<file path="config.mk">
export PLATFORM = sky130hd
export DESIGN_NAME = equation_sequencer_flat
export DESIGN_NICKNAME = d
export VERILOG_FILES = /design/src/rtl/equation_sequencer_if.sv /design/src/rtl/equation_sequencer.sv /design/src/flat_wrapper.sv
export SDC_FILE = /design/constraint.sdc
export NUM_CORES = 1
export LEC_CHECK = 0
export BUFFER_PORTS_ARGS = -buffer_cell sky130_fd_sc_hd__buf_2
export CORE_MARGIN = 2
export CORE_UTILIZATION = 57
export CTS_CLUSTER_DIAMETER = 80
export DETAILED_ROUTE_END_ITERATION = 8
export GPL_ROUTABILITY_DRIVEN = 0
export GPL_TIMING_DRIVEN = 0
export PLACE_DENSITY = 0.94
export SLEW_MARGIN = 20
export SYNTH_ARGS = -nofsm -noshare
export SYNTH_HDL_FRONTEND = slang
export SYNTH_SLANG_ARGS = --single-unit
</file>
<file path="constraint.sdc">
create_clock -name Clock -period 3.5 [get_ports Clock]
set_input_delay 0 -clock Clock [delete_from_list [all_inputs] [get_ports Clock]]
set_output_delay 0 -clock Clock [all_outputs]
set_load 0.05 [all_outputs]
</file>
<file path="src/rtl/equation_sequencer_if.sv">
// Handshake/data bundle between the equation source (master) and the sequencer (slave).
interface equation_sequencer_if;
  logic       Start;
  logic       SecTick;
  logic       Go;
  logic [6:0] DataIn;
  logic [6:0] ExpAnswer;
  logic [1:0] EqIndex;
  logic       EqStart;
  logic       EqActive;
  logic [6:0] Timer;
  logic       Correct;
  logic       Wrong;
  logic [3:0] WrongCount;
  logic       NeedSequencer;
  logic       Done;
  logic [6:0] Score;

  modport master (
    output Start, SecTick, Go, DataIn, ExpAnswer,
    input  EqIndex, EqStart, EqActive, Timer, Correct, Wrong,
           WrongCount, NeedSequencer, Done, Score
  );

  modport slave (
    input  Start, SecTick, Go, DataIn, ExpAnswer,
    output EqIndex, EqStart, EqActive, Timer, Correct, Wrong,
           WrongCount, NeedSequencer, Done, Score
  );
endinterface

</file>
<file path="src/rtl/equation_sequencer.sv">
// Timed quiz sequencer: presents NUM_EQ equations, checks answers, counts misses.
// Optional macro EQ_SEQ_SCORE_EN adds a saturating correct-answer score register.
//
// state | meaning
// IDLE  | waiting for Start
// ASK   | present equation, load timer
// WAIT  | awaiting submit or timeout
// CHECK | compare latched answer
// NEXT  | advance equation or finish
// DONE  | session complete, results held
module equation_sequencer #(
  parameter int NUM_EQ     = 3,
  parameter int TIME_LIMIT = 20,
  parameter int MAX_TRIES  = 3
) (
  input logic                  Clock,
  input logic                  Reset,
  equation_sequencer_if.slave  bus
);

  typedef enum logic [2:0] {
    S_IDLE, S_ASK, S_WAIT, S_CHECK, S_NEXT, S_DONE
  } state_t;

  localparam logic [6:0] TL   = 7'(TIME_LIMIT);
  localparam logic [3:0] MT   = 4'(MAX_TRIES);
  localparam logic [1:0] LAST = 2'(NUM_EQ - 1);

  state_t     state, state_nx;
  logic       go_q, go_rise, match, timeout, last_try;
  logic [6:0] answer, timer;
  logic [1:0] eq_index;
  logic [3:0] tries, wrong_count;
  logic       correct, wrong;
  logic       eq_start, eq_active, done, need_seq;

  assign go_rise  = bus.Go & ~go_q;
  assign match    = (answer == bus.ExpAnswer);
  // go_rise wins over a coincident final SecTick
  assign timeout  = (state == S_WAIT) && !go_rise && bus.SecTick && (timer == 7'd1);
  assign last_try = ((tries + 4'd1) == MT);

  always_ff @(posedge Clock) begin
    if (Reset) state <= S_IDLE;
    else       state <= state_nx;
  end

  always_comb begin
    state_nx = state;
    case (state)
      S_IDLE:  if (bus.Start) state_nx = S_ASK;
      S_ASK:   state_nx = S_WAIT;
      S_WAIT:  if (go_rise) state_nx = S_CHECK;
               else if (timeout) state_nx = S_NEXT;
      S_CHECK: state_nx = (match || last_try) ? S_NEXT : S_WAIT;
      S_NEXT:  state_nx = (eq_index == LAST) ? S_DONE : S_ASK;
      S_DONE:  if (!bus.Start) state_nx = S_IDLE;
      default: state_nx = S_IDLE;
    endcase
  end

  always_comb begin
    eq_start  = (state == S_ASK);
    eq_active = (state == S_WAIT);
    done      = (state == S_DONE);
    need_seq  = (state == S_DONE) && (wrong_count != 4'd0);
  end

  always_ff @(posedge Clock) begin
    if (Reset) begin
      go_q        <= 1'b0;
      answer      <= '0;
      timer       <= '0;
      eq_index    <= '0;
      tries       <= '0;
      wrong_count <= '0;
      correct     <= 1'b0;
      wrong       <= 1'b0;
    end else begin
      go_q    <= bus.Go;
      correct <= 1'b0;
      wrong   <= 1'b0;
      case (state)
        S_IDLE: if (bus.Start) begin
          eq_index    <= '0;
          wrong_count <= '0;
        end
        S_ASK: begin
          timer <= TL;
          tries <= '0;
        end
        S_WAIT: begin
          if (go_rise) begin
            answer <= bus.DataIn;
          end else if (bus.SecTick && timer != 7'd0) begin
            timer <= timer - 7'd1;
          end
          if (timeout) begin
            wrong <= 1'b1;
            if (wrong_count != 4'hF) wrong_count <= wrong_count + 4'd1;
          end
        end
        S_CHECK: begin
          if (match) begin
            correct <= 1'b1;
          end else begin
            wrong <= 1'b1;
            tries <= tries + 4'd1;
            if (wrong_count != 4'hF) wrong_count <= wrong_count + 4'd1;
          end
        end
        S_NEXT: if (eq_index != LAST) eq_index <= eq_index + 2'd1;
        default: ;
      endcase
    end
  end

`ifdef EQ_SEQ_SCORE_EN
  logic [6:0] score;
  always_ff @(posedge Clock) begin
    if (Reset)
      score <= '0;
    else if (state == S_IDLE && bus.Start)
      score <= '0;
    else if (state == S_CHECK && match && score != 7'h7F)
      score <= score + 7'd1;
  end
  assign bus.Score = score;
`else
  assign bus.Score = '0;
`endif

  assign bus.EqIndex       = eq_index;
  assign bus.EqStart       = eq_start;
  assign bus.EqActive      = eq_active;
  assign bus.Timer         = timer;
  assign bus.Correct       = correct;
  assign bus.Wrong         = wrong;
  assign bus.WrongCount    = wrong_count;
  assign bus.NeedSequencer = need_seq;
  assign bus.Done          = done;

endmodule

</file>
<file path="src/flat_wrapper.sv">
// flat-port wrapper written by rule: the top's interface ports become plain ports
module equation_sequencer_flat 
#(
  parameter int NUM_EQ     = 3,
  parameter int TIME_LIMIT = 20,
  parameter int MAX_TRIES  = 3
)
  (Clock, Reset, bus_Start, bus_SecTick, bus_Go, bus_DataIn, bus_ExpAnswer, bus_EqIndex, bus_EqStart, bus_EqActive, bus_Timer, bus_Correct, bus_Wrong, bus_WrongCount, bus_NeedSequencer, bus_Done, bus_Score);
  equation_sequencer_if bus_i ();
  input logic Clock;
  input logic Reset;
  input wire logic [$bits(bus_i.Start)-1:0] bus_Start;
  input wire logic [$bits(bus_i.SecTick)-1:0] bus_SecTick;
  input wire logic [$bits(bus_i.Go)-1:0] bus_Go;
  input wire logic [$bits(bus_i.DataIn)-1:0] bus_DataIn;
  input wire logic [$bits(bus_i.ExpAnswer)-1:0] bus_ExpAnswer;
  output wire logic [$bits(bus_i.EqIndex)-1:0] bus_EqIndex;
  output wire logic [$bits(bus_i.EqStart)-1:0] bus_EqStart;
  output wire logic [$bits(bus_i.EqActive)-1:0] bus_EqActive;
  output wire logic [$bits(bus_i.Timer)-1:0] bus_Timer;
  output wire logic [$bits(bus_i.Correct)-1:0] bus_Correct;
  output wire logic [$bits(bus_i.Wrong)-1:0] bus_Wrong;
  output wire logic [$bits(bus_i.WrongCount)-1:0] bus_WrongCount;
  output wire logic [$bits(bus_i.NeedSequencer)-1:0] bus_NeedSequencer;
  output wire logic [$bits(bus_i.Done)-1:0] bus_Done;
  output wire logic [$bits(bus_i.Score)-1:0] bus_Score;
  assign bus_i.Start = bus_Start;
  assign bus_i.SecTick = bus_SecTick;
  assign bus_i.Go = bus_Go;
  assign bus_i.DataIn = bus_DataIn;
  assign bus_i.ExpAnswer = bus_ExpAnswer;
  assign bus_EqIndex = bus_i.EqIndex;
  assign bus_EqStart = bus_i.EqStart;
  assign bus_EqActive = bus_i.EqActive;
  assign bus_Timer = bus_i.Timer;
  assign bus_Correct = bus_i.Correct;
  assign bus_Wrong = bus_i.Wrong;
  assign bus_WrongCount = bus_i.WrongCount;
  assign bus_NeedSequencer = bus_i.NeedSequencer;
  assign bus_Done = bus_i.Done;
  assign bus_Score = bus_i.Score;
  equation_sequencer #(.NUM_EQ(NUM_EQ), .TIME_LIMIT(TIME_LIMIT), .MAX_TRIES(MAX_TRIES)) u_core (.Clock(Clock), .Reset(Reset), .bus(bus_i));
endmodule
</file>
==> impl_metrics.env, run 1 <==
export IMPL_track_usage_pct=25.3
export IMPL_root_buffer="clkbuf_4"
export IMPL_cts_tree="done"
export IMPL_clockBufferDepth=2
export IMPL_hold_class="input pin to flop"
export IMPL_critPathRequiredTime_ns=3.71
export IMPL_maxCapViolCount=0
export IMPL_hpwl_um=2980
export IMPL_period_minus_slack_ns=2.05
export IMPL_multi_input_area_um2=1100
export IMPL_antenna_found_initial=0
export IMPL_grt_max_degree=11
export IMPL_finalWirelength_um=4270
export IMPL_fin_skew_ns=0.00978
export IMPL_tightest_slew_ns=0.616
export IMPL_start_util_pct=59.8
export IMPL_insertion_delay_ns=0.33
export IMPL_syn_inst=212
export IMPL_synthFlopType="dfxtp_1"
export IMPL_cts_resized_gates=0
export IMPL_status="completed"
export IMPL_io_pins=45
export IMPL_leakage_uw=0.00101
export IMPL_netlist_top_cells_area="dfxtp_1 33%, ha_1 5.5%, nand2_1 4.6%, mux2i_1 4.4%, a21oi_1 3.9%"
export IMPL_drt_iter0_drc=42
export IMPL_seqCellArea_um2=601
export IMPL_drive_gt1_share_pct=26.9
export IMPL_ys_types=58
export IMPL_crit_path_start_kind="flop"
export IMPL_finalSetupViolations=0
export IMPL_io_buffers=37
export IMPL_vias_per_cell=5.48
export IMPL_utilization_pct=73.1
export IMPL_final_area_um2=2210
export IMPL_final_hold_viol_count=0
export IMPL_r2r_start="u_core.bus.Timer[0]"
export IMPL_hold_path_startpoint="Reset"
export IMPL_async_reset_ff_share_pct=0
export IMPL_synth_top_area_share_pct=33.2
export IMPL_arrival_ns=2.25
export IMPL_synth_commonest_cells="30 x dfxtp_1, 22 x nand2_1, 17 x nor2_1"
export IMPL_insertedDiodeCount=0
export IMPL_r2r_end="u_core.bus.Timer[2]"
export IMPL_netlist_area_um2=1810
export IMPL_crit_path_cell_trace="inv_1, ha_1, or4bb_1, o32ai_2, nor3_2, a211oi_2, nor3_2"
export IMPL_critPathCaptureType="flop"
export IMPL_vdd_drop_max_mv=0.269
export IMPL_max_freq_mhz=489
export IMPL_tns_ns=0
export IMPL_path_class="flop to flop"
export IMPL_yosysSeqAreaShare_pct=33.2
export IMPL_core_um2=3030
export IMPL_nNetsFinal=297
export IMPL_ys_ff_latch=30
export IMPL_yosysMostFrequentCell="dfxtp_1"
export IMPL_drc_errors=0
export IMPL_die_w_um=60.3
export IMPL_grt_overflow_total=0
export IMPL_ys_warn_count=0
export IMPL_grt_setup_unrepaired="false"
export IMPL_hold_end="u_core.bus.WrongCount[2]"
export IMPL_drtPass1Iterations=6
export IMPL_holdPathStages=4
export IMPL_ctsHtreeMaxLevel=2
export IMPL_max_stage_delay_ns=0.49
export IMPL_synth_edf_count=0
export IMPL_n_fill_cell=240
export IMPL_r2r_cells=7
export IMPL_slowest_stage="or4bb_1"
export IMPL_relSlewSlack_pct=58.6
export IMPL_min_period_over_period_pct=58.4
export IMPL_clk_pin_slew_worst_paths_ns=0.09
export IMPL_r2r_slack_ns=1.45
export IMPL_grt_pass1_vias=1654
export IMPL_cpMostUsedCell="nor3_2"
export IMPL_p_total_uw=875
export IMPL_syn_to_final_growth_pct=22.3
export IMPL_netlist_top_cell_by_area="dfxtp_1"
export IMPL_die_area_um2=3640
export IMPL_syn_area_per_cell_um2=8.53
export IMPL_slew_violations=0
export IMPL_numCtsBuffers=5
export IMPL_p_per_area_nw_per_um2=396
export IMPL_placed_cell_area_um2=2070
export IMPL_die_h_um=60.3
export IMPL_ant_nets=0
export IMPL_wl_per_cell_um=13.6
export IMPL_cts_sinks=30
export IMPL_grt_pass1_wl_um=6850
export IMPL_cp_max_fo=7
export IMPL_vias=1726
export IMPL_rows=20
## layout make-up
type,instances,area share (%)
multi-input cells,162,49.8
flip-flops and latches,30,27.1
repair buffers,45,12.0
plain buffers,15,4.02
clock buffers,7,2.49
well taps,44,2.49
inverters,11,1.87
clock inverters,1,0.226
## sequential cells by signal (all words and copies together) (netlist names)
| name | cells |
|---|---|
| u_core.state | 3 |
| u_core.go_q | 1 |
| u_core.tries | 4 |
| u_core.bus.Timer | 7 |
| u_core.bus.EqIndex | 2 |
| u_core.bus.WrongCount | 4 |
| u_core.bus.Wrong | 1 |
| u_core.bus.Correct | 1 |
| u_core.answer | 7 |
## layout by cell type (no fill, tap or decap), types with 2 or more instances in the layout
cell type | netlist | layout
xnor2_1 | 2 | 2
a31oi_1 | 2 | 2
nor2b_1 | 4 | 4
a21oi_1 | 14 | 14
nor3_1 | 7 | 7
dfxtp_1 | 30 | 30
nand2b_1 | 4 | 4
nand4_1 | 3 | 3
nor4b_1 | 2 | 2
o21ai_0 | 3 | 3
nand2_1 | 22 | 22
xor2_1 | 7 | 7
nand3_1 | 9 | 9
dlygate4sd3_1 | 0 | 8
buf_2 | 5 | 42
a21boi_0 | 2 | 2
inv_2 | 2 | 2
buf_4 | 7 | 7
nor2_1 | 17 | 17
nand3_2 | 2 | 2
clkbuf_1 | 2 | 3
conb_1 | 1 | 7
nor4_1 | 4 | 4
ha_1 | 8 | 8
mux2i_1 | 8 | 8
and3_1 | 4 | 4
clkbuf_4 | 0 | 5
inv_1 | 8 | 8
nor3_2 | 2 | 2
## worst max path at each step
stage / startpoint / to / slack [ns] / cells after the start
after detailed placement: u_core.bus.Timer[0] / u_core.bus.Timer[2] / 1.46 / 7
after floorplan: u_core.state[0] / bus_NeedSequencer / 1.17 / 4
after global placement: u_core.bus.Timer[0] / u_core.bus.Timer[2] / 1.53 / 7
after CTS: u_core.bus.Timer[0] / u_core.bus.Timer[2] / 1.45 / 7
final: u_core.bus.Timer[0] / u_core.bus.Timer[2] / 1.45 / 7
after global routing: u_core.bus.Timer[0] / u_core.bus.Timer[2] / 1.36 / 7
## layer usage
metal,up-vias,routed length [um],track usage [%]
li1,856,-,-
met1,784,1730,27.9
met2,76,2110,43.6
met3,10,335,6.82
met4,0,92,14.9
met5,-,0,0
## timing repair
item,in CTS,in global routing
hold buffers,8,0
buffers inserted,0,0
endpoints found under the hold margin,8,0
## cells by family after synthesis
group	after synthesis	share of synthesized area (%)
simple gates	90	27.5
flops	30	33.2
xor+xnor	9	4.36
buf+inv	26	7.19
mux	8	4.43
compound gates	40	17.6
fa+ha+maj	8	5.53
other cells	1	0.207
## stage by stage
step / hold slack (ns) / cells / setup slack, ns
after floorplan: 0.128 / 218 / 1.17
after global placement: 0.218 / 299 / 1.53
after detailed placement: 0.239 / 299 / 1.46
after CTS: 0.0303 / 315 / 1.45
after global routing: 0.0679 / 315 / 1.36
final: 0.0333 / 315 / 1.45
## worst max-delay path, delay by kind of cell (launching register included)
family	cells	cell delay, ns
fa+ha+maj	1	0.14
simple gates	3	0.72
buf+inv	1	0.10
compound gates	2	0.58
flops	1	0.38
## power breakdown
part	switching (uW)	internal, uW
sequential	23.2	360
combinational	178	98.6
clock	118	97.2
Power figures use the tool's default switching activity.
==> inputs of run 2 (changes only) <==
--- a/config.mk
+++ b/config.mk
@@ -7,12 +7,12 @@
 export LEC_CHECK = 0
 export BUFFER_PORTS_ARGS = -buffer_cell sky130_fd_sc_hd__buf_2
 export CORE_MARGIN = 2
-export CORE_UTILIZATION = 57
+export CORE_UTILIZATION = 53
 export CTS_CLUSTER_DIAMETER = 80
 export DETAILED_ROUTE_END_ITERATION = 8
 export GPL_ROUTABILITY_DRIVEN = 0
 export GPL_TIMING_DRIVEN = 0
-export PLACE_DENSITY = 0.94
+export PLACE_DENSITY = 0.88
 export SLEW_MARGIN = 20
 export SYNTH_ARGS = -nofsm -noshare
 export SYNTH_HDL_FRONTEND = slang
==> constraint.sdc (replaced) <==
create_clock -name Clock -period 1.9 [get_ports Clock]
set_input_delay 0 -clock Clock [delete_from_list [all_inputs] [get_ports Clock]]
set_output_delay 0 -clock Clock [all_outputs]
set_load 0.05 [all_outputs]
==> run 2 against run 1 <==
Effect of this change: the run now ends with setup timing left; final cell count increased by 2.2%; clock-buffer cell count is the same; flip-flop and latch count unchanged; non-clock buffer count increased by 5; routed wire length rose by 0.49%; sequential share of layout area fell by 0.94 points; worst setup slack got worse by 1.5 ns; first-iteration DRC count up 45%; core utilization fell by 1.8 points; die area grew 7.0%; clock power grew 83%; largest cell class unchanged.
==> impl_metrics.env, run 2 (synthesis results as in run 1) <==
export IMPL_crit_path_cell_trace="or4_4, o41ai_4, o2111a_4, a211oi_2, a41o_1"
export IMPL_grt_pass1_wl_um=7070
export IMPL_io_pins=45
export IMPL_maxCapViolCount=0
export IMPL_cp_max_fo=6
export IMPL_slowest_stage="or4_4"
export IMPL_max_freq_mhz=522
export IMPL_critPathRequiredTime_ns=2.13
export IMPL_tightest_slew_ns=0.590
export IMPL_tns_ns=-0.0157
export IMPL_relSlewSlack_pct=60.3
export IMPL_cts_sinks=30
export IMPL_wl_per_cell_um=13.3
export IMPL_die_w_um=62.4
export IMPL_rows=21
export IMPL_die_h_um=62.4
export IMPL_clockBufferDepth=2
export IMPL_arrival_ns=2.14
export IMPL_io_buffers=37
export IMPL_fin_skew_ns=0.00635
export IMPL_vias_per_cell=5.34
export IMPL_antenna_found_initial=0
export IMPL_r2r_slack_ns=-0.02
export IMPL_finalWirelength_um=4290
export IMPL_grt_max_degree=11
export IMPL_cp_num_buf_inv=0
export IMPL_die_area_um2=3900
export IMPL_track_usage_pct=22.5
export IMPL_violations="setup timing"
export IMPL_leakage_uw=0.00105
export IMPL_hpwl_um=2940
export IMPL_grt_setup_unrepaired="true"
export IMPL_status="finished with violations"
export IMPL_crit_path_start_kind="flop"
export IMPL_p_per_area_nw_per_um2=704
export IMPL_cts_tree="done"
export IMPL_ant_nets=0
export IMPL_max_stage_delay_ns=0.58
export IMPL_drtPass1Iterations=4
export IMPL_syn_to_final_growth_pct=30.4
export IMPL_min_period_over_period_pct=101
export IMPL_final_hold_viol_count=0
export IMPL_clk_pin_slew_worst_paths_ns=0.09
export IMPL_drive_gt1_share_pct=35.9
export IMPL_start_util_pct=54.6
export IMPL_final_cell_mix="39 x buf_2, 24 x dfxtp_1, 20 x nand2_1, 17 x nor2_1, 13 x a21oi_1"
export IMPL_period_minus_slack_ns=1.92
export IMPL_vdd_drop_max_mv=0.542
export IMPL_insertion_delay_ns=0.33
export IMPL_hold_class="input pin to flop"
export IMPL_ctsHtreeMaxLevel=2
export IMPL_cpLargestDelayFamily="compound AO/OA/AOI/OAI gates"
export IMPL_critPathCaptureType="flop"
export IMPL_root_buffer="clkbuf_4"
export IMPL_p_total_uw=1660
export IMPL_drt_iter0_drc=61
export IMPL_path_class="flop to flop"
export IMPL_final_common_cell="buf_2"
export IMPL_insertedDiodeCount=0
export IMPL_grt_overflow_total=0
export IMPL_core_um2=3310
export IMPL_vias=1719
export IMPL_hold_slack_ns=0.0343
export IMPL_drc_errors=0
export IMPL_numCtsBuffers=5
export IMPL_grt_pass1_vias=1602
export IMPL_finalSetupViolations=1
export IMPL_slew_violations=0
export IMPL_nNetsFinal=302
export IMPL_layout_setup_ws_ns=-0.0157
-- run 2: worst register-to-register path: stages, from the launching register on --
cell      delay [ns]
dfxtp_4         0.36
or4_4           0.58
o41ai_4         0.29
o2111a_4        0.31
a211oi_2        0.07
a41o_1          0.20
-- run 2: power breakdown --
group	internal [uW]	switching [uW]
clock	179	214
combinational	206	351
sequential	666	43.2
total	1050	609
-- run 2: per-layer routing --
layer  global-route usage [%]  share of wire, %  up-vias
li1                         -                 -      877
met3                     5.95               4.1       11
met2                     39.9                51       40
met4                     7.22               2.2        0
met1                     26.2                43      791
met5                        0                 0        -
-- run 2: path summary, 6_finish.rpt --
path	cells past startpoint	startpoint	end
max	5	u_core.bus.Timer[5]	u_core.bus.WrongCount[1]
min	4	Reset	u_core.bus.WrongCount[2]
max reg2reg	5	u_core.bus.Timer[5]	u_core.bus.WrongCount[1]
min reg2reg	2	u_core.answer[5]	u_core.answer[5]
-- run 2: area by class of cell --
type                    instances  area [um2]
plain buffers                  15        92.6
clock buffers                   7        55.1
clock inverters                 1        5.00
fillers                       263         952
inverters                      11        50.0
multi-input cells             162        1170
flip-flops and latches         30         618
well taps                      46        57.6
repair buffers                 50         312
-- run 2: timing repair --
item                                    4_1_cts  5_1_grt
hold endpoints to repair                      8        0
endpoints found under the setup margin       11       18
hold buffers                                  8        0
gates resized for setup                       4       17
pin swaps                                     4        4
buffers inserted                              1        4
gates cloned                                  0        0
-- run 2: stage by stage --
stage	utilization, %	instance area, um2	setup slack, ns	std cells
floorplan	-	1870	-0.00112	218
global placement	63.8	2110	0.000286	301
detailed placement	63.8	2110	-0.0368	301
CTS	68.7	2270	-0.0173	318
global route	71.2	2360	-0.0386	322
finish	71.2	2360	-0.0157	322
